==> src/rtl/align_tx_framer.sv <==
// Transmit word framer: training burst, payload with periodic markers.
// Optional bit-slip injector: ALIGN_TX_SLIP_INJECT_EN.
module align_tx_framer #(
  parameter logic [19:0] TRAIN_WORD  = 20'hFFC00,
  parameter logic [19:0] IDLE_WORD   = 20'hC3C3C,
  parameter int          TRAIN_LEN   = 1024,
  parameter int          SYNC_PERIOD = 4096
) (
  input  logic        iSclk,
  input  logic        iRstN,
  input  logic        iEnable,
  input  logic        iRetrain,
  input  logic        iPeerSync,
  input  logic [19:0] iData,
  input  logic        iValid,
`ifdef ALIGN_TX_SLIP_INJECT_EN
  input  logic [2:0]  iSlip,
`endif
  output logic        oReady,
  output logic [19:0] oD_Link,
  output logic        oTraining
);

  localparam int TW = (TRAIN_LEN > 1) ? $clog2(TRAIN_LEN) : 1;
  localparam int SW = $clog2(SYNC_PERIOD);
  localparam logic [TW-1:0] TMAX = TW'(TRAIN_LEN - 1);
  localparam logic [SW-1:0] SMAX = SW'(SYNC_PERIOD - 1);

  typedef enum logic [1:0] {
    S_IDLE, S_TRAIN, S_DATA, S_MARK
  } state_t;

  state_t        r_state;
  state_t        w_nxt;
  logic [TW-1:0] r_train_cnt;
  logic [TW-1:0] w_tcnt;
  logic [SW-1:0] r_sync_cnt;
  logic [SW-1:0] w_scnt;
  logic [19:0]   w_sel;
  logic [19:0]   r_word0;
  logic          w_xfer;

  assign oReady    = (r_state == S_DATA);
  assign oTraining = (r_state == S_TRAIN);
  assign w_xfer    = oReady && iValid;

  // State and counter registers
  always_ff @(posedge iSclk or negedge iRstN) begin
    if (!iRstN) begin
      r_state     <= S_IDLE;
      r_train_cnt <= '0;
      r_sync_cnt  <= '0;
    end else begin
      r_state     <= w_nxt;
      r_train_cnt <= w_tcnt;
      r_sync_cnt  <= w_scnt;
    end
  end

  // Next state, counters and word selection; enable then retrain override
  always_comb begin
    w_nxt  = r_state;
    w_tcnt = r_train_cnt;
    w_scnt = r_sync_cnt;
    w_sel  = '0;
    unique case (r_state)
      S_IDLE: begin
        w_nxt  = S_TRAIN;
        w_tcnt = '0;
        w_scnt = '0;
      end
      S_TRAIN: begin
        w_sel = TRAIN_WORD;
        if (r_train_cnt < TMAX)
          w_tcnt = r_train_cnt + 1'b1;
        if (r_train_cnt >= TMAX && iPeerSync)
          w_nxt = S_DATA;
      end
      S_DATA: begin
        w_sel = w_xfer ? iData : IDLE_WORD;
        if (w_xfer) begin
          if (r_sync_cnt == SMAX) begin
            w_scnt = '0;
            w_nxt  = S_MARK;
          end else begin
            w_scnt = r_sync_cnt + 1'b1;
          end
        end
      end
      S_MARK: begin
        w_sel = TRAIN_WORD;
        w_nxt = S_DATA;
      end
      default: w_nxt = S_IDLE;
    endcase
    if (!iEnable) begin
      w_nxt = S_IDLE;
    end else if (iRetrain &&
                 (r_state == S_DATA ||
                  r_state == S_MARK)) begin
      w_nxt  = S_TRAIN;
      w_tcnt = '0;
      w_scnt = '0;
    end
  end

`ifdef ALIGN_TX_SLIP_INJECT_EN
  logic [19:0] r_word1;
  logic [19:0] w_slip;

  // Splice newer word's low bits over older word's high bits
  always_comb begin
    w_slip = r_word0;
    case (iSlip)
      3'd1: w_slip = {r_word0[18:0], r_word1[19]};
      3'd2: w_slip = {r_word0[17:0], r_word1[19:18]};
      3'd3: w_slip = {r_word0[16:0], r_word1[19:17]};
      3'd4: w_slip = {r_word0[15:0], r_word1[19:16]};
      default: w_slip = r_word0;
    endcase
  end

  // Two-stage output pipeline with slip mux
  always_ff @(posedge iSclk or negedge iRstN) begin
    if (!iRstN) begin
      r_word0 <= '0;
      r_word1 <= '0;
      oD_Link <= '0;
    end else begin
      r_word0 <= w_sel;
      r_word1 <= r_word0;
      oD_Link <= w_slip;
    end
  end
`else
  // Two-stage output pipeline
  always_ff @(posedge iSclk or negedge iRstN) begin
    if (!iRstN) begin
      r_word0 <= '0;
      oD_Link <= '0;
    end else begin
      r_word0 <= w_sel;
      oD_Link <= r_word0;
    end
  end
`endif

endmodule

==> config.mk <==
export PLATFORM = sky130hd
export DESIGN_NAME = align_tx_framer
export DESIGN_NICKNAME = d
export VERILOG_FILES = /design/src/rtl/align_tx_framer.sv
export SDC_FILE = /design/constraint.sdc
export NUM_CORES = 1
export LEC_CHECK = 0
export CORE_AREA = 8 8 133 86
export CTS_CLUSTER_DIAMETER = 80
export CTS_CLUSTER_SIZE = 16
export DETAILED_ROUTE_END_ITERATION = 16
export DIE_AREA = 0 0 141 94
export GPL_TIMING_DRIVEN = 0
export HOLD_SLACK_MARGIN = 0.12
export SLEW_MARGIN = 15
export SYNTH_ARGS = -nofsm -noshare
export SYNTH_HDL_FRONTEND = slang
export SYNTH_SLANG_ARGS = --single-unit
==> constraint.sdc <==
create_clock -name iSclk -period 1.8 [get_ports iSclk]
set_input_delay 0.36 -clock iSclk [delete_from_list [all_inputs] [get_ports iSclk]]
set_output_delay 0.36 -clock iSclk [all_outputs]
set_load 0.02 [all_outputs]
==> summary.txt <==
Global route
  • All-Layer GR Usage: 0.110
  • Global-route wire length before repair: between 10 and 15 mm
  • GRT overflow: 0
  • Initial antenna violation count: 0
  • Vias in the first global route: 2,095
  • Largest net degree at the start of global routing: 50

Worst setup path
  • Worst EP required: between 2000 and 2500 ps
  • Worst-path maximum fanout: 5
  • Type of origin of the critical path: flip-flop
  • Crit path cell chain: ha_2, nand3_1, nor2_1, o31a_1, o221a_2
  • Critical path capture point type: flip-flop
  • Arrival time worst endpoint: 1920 ps
  • Critical path's largest stage delay: ~440 ps
  • Crit Path Class: flip-flop to flip-flop
  • Slowest CP cell: dfrtp_1

Floorplan
  • Core Box Area: 9490 µm²
  • Die area: 13,300 µm²
  • I/O pins: 48
  • Die width: between 100 and 150 µm
  • Core Rows: 28
  • Starting Density: 0.280
  • Die Span Y: approximately 94 µm

Finish
  • Share of cells above drive strength 1: 0.118
  • Area growth syn-to-layout: 38.6%
  • Number of diodes: 0
  • Storage cell area: between 1500 and 2000 µm²
  • Nets: between 300 and 400
  • Area taken by multi-input logic gates: just over 1000 µm²
  • Non-filler cells, final: about 450
  • FILL cells: between 900 and 1,000
  • Final core utilization: 0.389

Synth
  • Post-synthesis sequential area ratio: 0.602
  • Synth Instances: roughly 250
  • Yosys top cell area share: 0.602
  • Top cells by area, synth: dfrtp_1 (60%), nand3_1 (4.5%), a31oi_1 (2.8%)
  • Yosys top cell by area: dfrtp_1
  • Yosys cell types: 40
  • Post-Syn Area per Cell: around 11 µm²
  • Post-Syn Nets: about 280
  • Flops & latches, synth: 64
  • Post-synthesis cell area: 2660 µm²
  • Synth Warn #: 0

Route
  • DRC: 0
  • Vias/cell: between 4 and 5
  • Number of DRC markers in iteration 0: 188
  • Routed Antenna Nets: 0
  • Detailed-route wire length: around 7 mm
  • Drt pass-1 iters: 5
  • Vias post-DR: between 2,000 and 2,500
  • Routed len/inst: roughly 15 µm

Power and ir drop
  • Worst VDD drop: 0.481 mV
  • Lkg Pwr: 1.55 nW
  • Power per cell area: 972 nW/µm²

Timing
  • Setup ws final: just under 100 ps
  • Clock Skews: between 4 and 5 ps
  • Fmax: between 500 and 600 MHz
  • Hold WS: approximately 340 ps
  • Final worst path period need: roughly 1700 ps
  • Headroom to the max-slew limit: 0.584
  • Fin. Hold Viols: 0
  • Fin crit share: 0.946
  • Slew Limit Fails: 0
  • RSZ-0062 raised after global routing: no
  • Actual slew at the worst max-slew pin: 620 ps
  • Final setup fails: 0

Place
  • Worst slack at placement: -454 ps
  • Final RePlAce weighted congestion: slightly below 0.9
  • Post-DP HPWL: 4.94 mm
  • I/O Buffers: 47
  • DP Cell Count: ~430

Clocking
  • Worst-Skew Late Latency: around 330 ps
  • H-tree depth: 3
  • Root Buffer: clkbuf_16
  • Setup Buffers After CTS: 0
  • Num CTS Buffers: 9
  • CTS sink cnt: 64
  • Clock transition at path regs: roughly 60 ps
  • TritonCTS clock tree: yes
  • Clk buf depth: 2

Run status
  • Status: finished, final reports clean

Hold path
  • Hold Path Class: flip-flop to flip-flop

Run
  • Max-cap viol count: 0
## stage by stage
step | cell area (µm²) | power (mW) | setup TNS, ps
final | 3690 | 3.59 | 0
after global routing | 3690 | 3.72 | 0
after CTS | 3670 | 3.64 | 0
after detailed placement | 3330 | 1.71 | -5880
after global placement | 3300 | 1.70 | -111540
after floorplan | 2660 | 1.57 | 0
## Yosys cell counts, drive strengths merged
master	number
a211oi	2
a21oi	11
a221oi	1
a311oi	1
a31oi	12
a41oi	2
and2	7
and3	7
and3b	1
and4	3
buf	5
clkbuf	6
dfrtp	64
ha	2
inv	9
nand2	13
nand2b	3
nand3	24
nand3b	2
nand4	8
nand4b	2
nor2	12
nor2b	8
nor3	6
nor3b	1
nor4	2
o211ai	3
o21a	1
o21ai	14
o221a	3
o311a	1
o31a	1
o31ai	2
o41ai	1
or2	2
or3	3
xnor2	3
## cells in the final DEF (no fill, tap or decap), drive strengths merged, types with 3 or more instances in the layout
cell type,instances
dfrtp,64
clkdlybuf4s50,44
nand3,24
clkbuf,16
o21ai,14
nand2,13
a31oi,12
nor2,12
a21oi,11
inv,9
buf,9
nor2b,8
nand4,8
and2,7
and3,7
nor3,6
o221a,3
or3,3
and4,3
xnor2,3
o211ai,3
nand2b,3
## kinds of logic (layout without fill, tap and decap cells)
| logic type | after synthesis | in the layout | synth area share |
|---|---|---|---|
| adder cells (fa/ha/maj) | 2 | 2 | 0.00940 |
| XOR/XNOR | 3 | 3 | 0.00987 |
| flip-flops | 64 | 64 | 0.602 |
| AO/OA/AOI/OAI | 55 | 55 | 0.134 |
| AND/OR/NAND/NOR | 104 | 104 | 0.214 |
| buffers and inverters | 20 | 85 | 0.0315 |
## worst max-delay path: cells and delay by family (launching register included)
kind / cells / cell delay [ps]
compound gates: 2 / 570
flops: 1 / 440
simple gates: 2 / 320
fa+ha+maj: 1 / 260
## layout make-up
type,count,share of cell area
Buffer,11,0.0142
Clock inverter,6,0.0251
Tap cell,135,0.0458
Multi-Input combinational cell,164,0.273
Timing Repair Buffer,49,0.134
Clock buffer,10,0.0647
Sequential cell,64,0.434
Inverter,9,0.00915
## registers in the layout, indices dropped and copies added, names as in the netlist
signal       flops
oD_Link         20
r_state          2
r_sync_cnt      12
r_train_cnt     10
r_word0         20
## where the power goes
group / switching, mW / internal (mW) / total, mW
registers: 0.0143 / 1.47 / 1.48
logic: 0.0991 / 0.0984 / 0.198
clock network: 0.654 / 1.25 / 1.91
## metal layers
| metal | global-route usage | wire length [µm] |
|---|---|---|
| met1 | 0.153 | 3270 |
| met2 | 0.146 | 2850 |
| met3 | 0.0518 | 753 |
| met4 | 0.0365 | 63 |
| met5 | 0 | 0 |
## final timing paths
kind,cells after the start,from,end,slack [ps]
max,5,r_train_cnt[0],r_train_cnt[9],100
min,0,r_word0[8],oD_Link[8],340
max reg2reg,5,r_train_cnt[0],r_train_cnt[9],100
min reg2reg,0,r_word0[8],oD_Link[8],340
max in group asynchronous,3,iRstN,oD_Link[11],860
min in group asynchronous,2,iRstN,r_train_cnt[3],440
## what timing repair did
item | CTS | global route
hold endpoints to repair | 15 | 0
hold buffers | 1 | 0
setup endpoints to repair | 6 | 12
gates resized for setup | 7 | 11
Power figures use the tool's default switching activity.
